## config.mk

```make
export PLATFORM = sky130hd
export DESIGN_NAME = rst_ctrl
export DESIGN_NICKNAME = d
export VERILOG_FILES = /design/src/rtl/rst_ctrl_pkg.sv /design/src/rtl/rst_tag_alloc.sv /design/src/rtl/rst_ctrl.sv
export SDC_FILE = /design/constraint.sdc
export NUM_CORES = 1
export LEC_CHECK = 0
export CORE_MARGIN = 1.5
export CORE_UTILIZATION = 38
export DETAILED_ROUTE_END_ITERATION = 12
export PLACE_DENSITY = 0.77
export SYNTH_ARGS = -nofsm -noshare
export SYNTH_HDL_FRONTEND = slang
export SYNTH_HIERARCHICAL = 1
export SYNTH_SLANG_ARGS = --single-unit
```

## constraint.sdc

```tcl
create_clock -name clk -period 3.8 [get_ports clk]
set_clock_uncertainty 0.2 [all_clocks]
set_input_delay 0.38 -clock clk [delete_from_list [all_inputs] [get_ports clk]]
set_output_delay 0.38 -clock clk [all_outputs]
set_load 0.01 [all_outputs]
```

## src/rtl/rst_ctrl_pkg.sv

```systemverilog
// Shared types and constants for the register status table controller.
package rst_ctrl_pkg;
    localparam int RST_ENTRIES = 32;
    localparam int TAG_W       = 6;
    localparam int RST_ENTRY_W = 7;
    localparam int BUSY_BIT    = 6;
    localparam int RST_ADDR_W  = 5;
    localparam int CLR_STEPS   = RST_ENTRIES / 2;

    typedef logic [TAG_W-1:0]       tag_t;
    typedef logic [RST_ENTRY_W-1:0] rst_entry_t;
    typedef logic [RST_ADDR_W-1:0]  rst_addr_t;

    typedef enum logic {CLEAR, RUN} state_t;

    // Tags run 1..n; 0 is reserved so cleared entries never match a live tag.
    function automatic tag_t next_tag_wrap(input tag_t t, input int unsigned n);
        return (t == tag_t'(n)) ? tag_t'(1) : t + tag_t'(1);
    endfunction
endpackage

```

## src/rtl/rst_tag_alloc.sv

```systemverilog
// In-order producer tag allocator: circular head/tail/count over tags 1..NUM_TAGS.
module rst_tag_alloc
    import rst_ctrl_pkg::*;
#(
    parameter int NUM_TAGS = 32
) (
    input  logic clk,
    input  logic reset_n,
    input  logic clear,
    input  logic alloc,
    input  logic free,
    output tag_t next_tag,
    output logic full,
    output logic empty
);
    tag_t             head;
    tag_t             tail;
    logic [TAG_W:0]   count;
    logic             free_ok;

    assign next_tag = head;
    assign full     = (count == (TAG_W+1)'(NUM_TAGS));
    assign empty    = (count == '0);
    assign free_ok  = free & ~empty;

    always_ff @(posedge clk or negedge reset_n) begin
        if (!reset_n) begin
            head  <= tag_t'(1);
            tail  <= tag_t'(1);
            count <= '0;
        end else if (clear) begin
            head  <= tag_t'(1);
            tail  <= tag_t'(1);
            count <= '0;
        end else begin
            if (alloc)   head <= next_tag_wrap(head, NUM_TAGS);
            if (free_ok) tail <= next_tag_wrap(tail, NUM_TAGS);
            if (alloc && !free_ok)      count <= count + 1'b1;
            else if (!alloc && free_ok) count <= count - 1'b1;
        end
    end
endmodule

```

## src/rtl/rst_ctrl.sv

```systemverilog
// Register status table controller: rename on dispatch, source status read,
// CDB clear via lookup, and a two-entries-per-cycle table clear walk.
module rst_ctrl
    import rst_ctrl_pkg::*;
#(
    parameter int NUM_TAGS = 32
) (
    input  logic       clk,
    input  logic       reset_n,
    input  logic       disp_valid,
    output logic       disp_ready,
    input  rst_addr_t  disp_rd,
    input  rst_addr_t  disp_rs,
    input  rst_addr_t  disp_rt,
    input  logic       disp_wr,
    output tag_t       disp_tag,
    output logic       disp_rs_busy,
    output logic       disp_rt_busy,
    output tag_t       disp_rs_tag,
    output tag_t       disp_rt_tag,
    input  logic       cdb_valid,
    input  tag_t       cdb_tag,
    input  logic       commit_valid,
    input  logic       flush,
    output logic       init_busy,
    output rst_addr_t  rport0_addr,
    output rst_addr_t  rport1_addr,
    input  rst_entry_t rport0_data,
    input  rst_entry_t rport1_data,
    output rst_addr_t  wport0_addr,
    output rst_addr_t  wport1_addr,
    output rst_entry_t wport0_data,
    output rst_entry_t wport1_data,
    output logic       wport0_wen,
    output logic       wport1_wen,
    output tag_t       lookup_tag,
    input  logic       lookup_found,
    input  rst_addr_t  lookup_addr
);
    state_t     state;
    logic [3:0] clr_idx;
    logic       run, full, empty, accept, disp_wen, cdb_wen, clr_wen;

    assign run        = (state == RUN);
    assign init_busy  = (state == CLEAR);
    assign disp_ready = run & ~full;
    assign accept     = disp_valid & disp_ready & ~flush;

    rst_tag_alloc #(.NUM_TAGS(NUM_TAGS)) u_alloc (
        .clk      (clk),
        .reset_n  (reset_n),
        .clear    (flush),
        .alloc    (accept),
        .free     (commit_valid & run & ~flush),
        .next_tag (disp_tag),
        .full     (full),
        .empty    (empty)
    );

    assign disp_wen = accept & disp_wr & (disp_rd != '0);
    // The new rename wins over a CDB clear of the same register.
    assign cdb_wen  = run & ~flush & cdb_valid & (cdb_tag != '0) & lookup_found
                    & ~(disp_wen & (lookup_addr == disp_rd));
    assign clr_wen  = ~run & reset_n & ~flush;

    always_comb begin
        wport0_addr = disp_rd;
        wport0_data = {1'b1, disp_tag};
        wport0_wen  = disp_wen;
        wport1_addr = lookup_addr;
        wport1_data = '0;
        wport1_wen  = cdb_wen;
        if (clr_wen) begin
            wport0_addr = {clr_idx, 1'b0};
            wport0_data = '0;
            wport0_wen  = 1'b1;
            wport1_addr = {clr_idx, 1'b1};
            wport1_wen  = 1'b1;
        end
    end

    assign lookup_tag  = cdb_tag;
    assign rport0_addr = disp_rs;
    assign rport1_addr = disp_rt;
    assign disp_rs_tag = rport0_data[TAG_W-1:0];
    assign disp_rt_tag = rport1_data[TAG_W-1:0];
    // Sources see the pre-dispatch table, with a same-cycle CDB bypass.
    assign disp_rs_busy = rport0_data[BUSY_BIT] & (disp_rs != '0)
                        & ~(cdb_valid & (cdb_tag == rport0_data[TAG_W-1:0]));
    assign disp_rt_busy = rport1_data[BUSY_BIT] & (disp_rt != '0)
                        & ~(cdb_valid & (cdb_tag == rport1_data[TAG_W-1:0]));

    always_ff @(posedge clk or negedge reset_n) begin
        if (!reset_n) begin
            state   <= CLEAR;
            clr_idx <= '0;
        end else if (flush) begin
            state   <= CLEAR;
            clr_idx <= '0;
        end else if (state == CLEAR) begin
            clr_idx <= clr_idx + 1'b1;
            if (clr_idx == 4'(CLR_STEPS - 1)) state <= RUN;
        end
    end
endmodule
```

==> results of run 1 <==
[area by class of cell]
type / count / area share, %
multi-input combinational: 173 / 39.8
timing repair buffer: 108 / 38.1
sequential: 18 / 16.1
tap: 67 / 2.98
clock buffer: 4 / 1.96
inverter: 8 / 1.07
[critical path, stage by stage, from the launching register on]
cell	delay, ps
dfrtp_1	420
nor4_1	390
and3_1	230
and4bb_4	270
ha_1	270
inv_1	190
ha_1	290
nor2b_4	140
o31a_1	270
a2bb2oi_1	130
o21ai_1	80
mux2_1	310
[through the flow]
stage | cells | setup slack [ps] | cell area [um2]
floorplan | 239 | 795 | 1890
detailed placement | 374 | 493 | 2760
global route | 378 | 297 | 2810
global placement | 374 | 539 | 2760
finish | 378 | 480 | 2810
CTS | 378 | 476 | 2810
[flip-flops by register name, summed over array words and instances (netlist names)]
| register | flops |
|---|---|
| u_alloc/count | 7 |
| run | 1 |
| clr_idx | 4 |
| u_alloc/next_tag | 6 |
[per-layer routing]
layer	routed length, um	vias to the layer above	share of wire (%)
li1	-	918	-
met5	0	-	0
met1	2080	820	42
met4	25	0	0.50
met3	401	3	8.0
met2	2490	68	50
[power by group through the flow]
stage | sequential, mW | clock, mW | combinational [mW]
after CTS | 0.212 | 0.166 | 0.216
after global routing | 0.214 | 0.174 | 0.232
after floorplan | 0.215 | 0 | 0.0965
after global placement | 0.215 | 0 | 0.214
after detailed placement | 0.215 | 0 | 0.216
final | 0.212 | 0.163 | 0.214
[worst paths after layout]
path                       slack, ps             endpoint                start  cells after the start
min in group clk                 350  u_alloc/next_tag[5]  u_alloc/next_tag[5]                      1
min reg2reg                      350  u_alloc/next_tag[5]  u_alloc/next_tag[5]                      1
max in group asynchronous       2830  u_alloc/next_tag[0]              reset_n                      2
min                              310     u_alloc/count[4]              reset_n                      2
max                              480     u_alloc/count[6]     u_alloc/count[2]                     11
max reg2reg                      480     u_alloc/count[6]     u_alloc/count[2]                     11
==> impl_metrics.ini, run 1 <==
[setup_path]
arrival_ps = 3260
crit_required_ps = 3740
crit_fanout = 6
start_kind = register
end_kind = register
path_class = reg -> reg

[route]
wl_per_cell_um = 13.2
drtAntennaViolNets = 0
avgViaCountPerCell = 4.79
wl_um = 5000
num_vias = 1809
drt_iter0_markers = 24
dr.pass1.iters = 4
drc = 0

[sta]
hold_viol = 0
rsz0062_at_grt = false
tightest_slew_ps = 502
drv_slew = 0
slew_headroom_pct = 66.5
fmax_ghz = 0.301
period_share_pct = 87.4
min_period_ps = 3320
final-setup-viol-count = 0
whs_ps = 306
setup_tns_ps = 0

[finish]
ff_latch_area_um2 = 452
antennaDiodeCount = 0
final_common_cell = clkdlybuf4s50_1
syn_to_final_growth_pct = 50.3
nets = 371
fill_cells = 423
utilization_pct = 59.5
mostFrequentLayoutCells = 104 x clkdlybuf4s50_1, 29 x nand2_1, 23 x nor2_1, 17 x dfrtp_1
drive_gt1_share_pct = 5.79
multiInputGateArea_um2 = 1120

[clock_tree]
tritoncts = done
htreeDepth = 1
clk_pin_slew_worst_paths_ps = 70
hold_buffers = 0
clock-sinks = 18
cts_resized = 0
cts_buffer_depth = 2
clk_latency_ps = 260
clockRootBuffer = clkbuf_8
postCtsSetupBuffers = 0
cts_buffers = 3

[grt]
grt_pass1_vias = 1634
use_met3_pct = 3.73
grt.busiest_layer = met2
grt_pass1_wl_um = 7730
antenna_found_initial = 0
grt_overflow = 0
globalRouteMet1Util_pct = 22.1
met2_usage_pct = 33.7
grt_usage_pct = 18.4
grt_max_degree = 20

[power_and_ir_drop]
p_leak_nw = 1.18
pwr-share-comb_pct = 36.4
intPower_mw = 0.421
total_power_mw = 0.588
pwr-share-clk_pct = 27.6
p_switching_mw = 0.167
ir_drop_mv = 0.157
p_per_area_nw_per_um2 = 209
p_sw_share_pct = 28.5
seqPwrFrac_pct = 36.0

[floorplanning]
dieArea_um2 = 5350
chipWidth_um = 73.1
rows = 25
core_area_um2 = 4720
io_pins = 112
start_util_pct = 39.6
fp.dieH_um = 73.1

[outcome]
status = finished clean

[synthesis]
synth_area_um2 = 1870
yosys_warnings = 6
synthCells = 233
avgSynthCellArea_um2 = 8.02

[flow_run]
cap_violations = 0

[place]
io_buffers = 104
dp_hpwl_um = 4070
gp_congestion = 0.876

[hold_path]
hold_path_class = in -> async
Note: power is estimated with default switching activity, not from simulation.
==> run 2, diff against run 1 <==
--- a/config.mk
+++ b/config.mk
@@ -5,6 +5,7 @@
 export SDC_FILE = /design/constraint.sdc
 export NUM_CORES = 1
 export LEC_CHECK = 0
+export CAP_MARGIN = 5
 export CORE_MARGIN = 1.5
 export CORE_UTILIZATION = 38
 export DETAILED_ROUTE_END_ITERATION = 12
==> results of run 2 <==
The final DEF is identical to that of run 1; final timing and power are the same.
==> RTL edit, RTL diff (config.mk and constraints of run 1) <==
One comparison of `count` changes from == to >=.
--- a/src/rtl/rst_tag_alloc.sv
+++ b/src/rtl/rst_tag_alloc.sv
@@ -21,3 +21,3 @@
     assign next_tag = head;
-    assign full     = (count == (TAG_W+1)'(NUM_TAGS));
+    assign full     = (count >= (TAG_W+1)'(NUM_TAGS));
     assign empty    = (count == '0);
Formal check against the unedited RTL: same outputs for any inputs over 10 cycles, from zero or initial values and one cycle with reset_n low; that may be too few to reach the edited logic, so the function may still have changed.
==> RTL edit against run 1 <==
  * Count of clock-buffer cells in the layout stayed put
  * Final area is 2.1% lower
  * Worst setup slack better by 0.042 ns
  * Cell count is 5.8% lower
  * Power is 12% lower
  * Synthesized area is 1.1% lower
  * Sequential cell count stayed put
  * Routed wire length is 1.3% higher
  * Die area is 1.1% lower
  * Critical path type unchanged
  * Highest routed layer unchanged
==> RTL edit: results (changes against run 1) <==
{
  "cp.arrival": {"value": 3.23, "unit": "ns", "change": "-0.03 ns"},
  "cts_buffer_depth": {"value": 2, "change": "unchanged"},
  "timing.critical_path.slowest_stage_cell": {"value": "or4_1"},
  "clock_tree.htree_level_count": {"value": 1, "change": "unchanged"},
  "gp_routability_congestion": {"value": 0.881, "change": "+0.58%"},
  "grt_usage": {"value": 18.7, "unit": "%", "change": "+0.29 points"},
  "post_synth_main_area_contributors": {"value": "dfrtp_1, buf_4, ha_1"},
  "ff2ff_setup_slack": {"value": 0.52, "unit": "ns", "change": "+0.04 ns"},
  "postCtsResizedCells": {"value": 0, "change": "unchanged"},
  "largest_reg_flops": {"value": 7, "change": "unchanged"},
  "dpl.hpwl": {"value": 4160, "unit": "µm", "change": "+2.2%"},
  "grt_pass1_wl": {"value": 7740, "unit": "µm", "change": "+0.17%"},
  "post_dp_cell_area": {"value": 2710, "unit": "µm²", "change": "-1.8%"},
  "most_common_library_cells_after_synthesis": {"value": "buf_4, nand2_1, nor2_1, dfrtp_1, xor2_1"},
  "drt-initial-drc-count": {"value": 59, "change": "+150%"},
  "grt_pass1_vias": {"value": 1625, "change": "-0.55%"},
  "worst_path_dominant_cell_family": {"value": "simple AND/OR/NAND/NOR gates"},
  "dp.cells": {"value": 352, "change": "-5.9%"},
  "routedWlPerCell": {"value": 14.2, "unit": "µm", "change": "+7.6%"},
  "power-per-cell-area": {"value": 189, "unit": "nW/µm²", "change": "-9.6%"},
  "status": {"value": "complete, no violations"},
  "power.leakage": {"value": 0.00115, "unit": "µW", "change": "-2.5%"},
  "final_layout_size_suffix_gt1_share": {"value": 5.30, "unit": "%", "change": "-0.49 points"},
  "post-place-ws": {"value": 0.411, "unit": "ns", "change": "-0.0825 ns"},
  "layout.filler_cells": {"value": 439, "change": "+3.8%"},
  "cpPeakStageDelay": {"value": 0.55, "unit": "ns", "change": "+0.13 ns"},
  "routed-via-count": {"value": 1783, "change": "-1.4%"},
  "peakVddDrop": {"value": 0.176, "unit": "mV", "change": "+13%"},
  "via_per_inst": {"value": 5.01, "change": "+4.7%"},
  "postSynthAreaPerCell": {"value": 8.18, "unit": "µm²", "change": "+1.9%"},
  "crit-reg2reg-launch": {"value": "u_alloc/count[1]"},
  "finalHoldViolCount": {"value": 0, "change": "unchanged"},
  "finalNetCount": {"value": 362, "change": "-2.4%"},
  "synth.area.mux_share": {"value": 1.90, "unit": "%"},
  "yosys.cell_types.count": {"value": 46},
  "postSynth.topFlopCell": {"value": "dfrtp_1"}
}
[RTL edit: where the power goes]
group	switching, µW	total (µW)	internal (µW)
Combinational	71.3	180	109
Sequential	2.89	197	194
Clock	68.4	143	74.7
[RTL edit: kinds of logic after synthesis]
family,after synthesis
xor+xnor,25
compound gates,26
flops,18
buf+inv,48
simple gates,94
mux,3
fa+ha+maj,11
other cells,1
[RTL edit: per-stage QoR]
stage | power [µW] | hold slack (ns)
5_1_grt | 545 | 0.356
4_1_cts | 527 | 0.306
3_5_place_dp | 381 | 0.366
2_1_floorplan | 284 | -0.116
3_3_place_gp | 380 | 0.347
6_report | 520 | 0.310
[RTL edit: area by class of cell]
type,instances,area (µm²),share of cell area (%)
multi-input combinational,166,1100,39.9
timing repair buffer,107,1060,38.7
sequential,18,452,16.4
tap,54,67.6,2.46
clock buffer,4,45.0,1.64
inverter,7,26.3,0.955
[RTL edit: metal layers]
| metal | vias up | track usage (%) | share of wire [%] |
|---|---|---|---|
| met5 | - | 0 | 0 |
| met4 | 0 | 5.03 | 0.73 |
| met3 | 4 | 3.45 | 7.6 |
| met2 | 81 | 33.5 | 49 |
| met1 | 822 | 23.0 | 43 |
| li1 | 876 | - | - |
[RTL edit: how the worst max path moves through the flow]
| stage | startpoint | to | slack (ns) |
|---|---|---|---|
| 2_1_floorplan | u_alloc/count[1] | u_alloc/count[6] | 0.76 |
| 3_3_place_gp | flush | u_alloc/count[6] | 0.49 |
| 3_5_place_dp | flush | u_alloc/count[6] | 0.41 |
| 4_1_cts | u_alloc/count[5] | u_alloc/count[6] | 0.53 |
| 5_1_grt | u_alloc/count[5] | u_alloc/count[6] | 0.41 |
| 6_report | u_alloc/count[1] | u_alloc/count[6] | 0.52 |
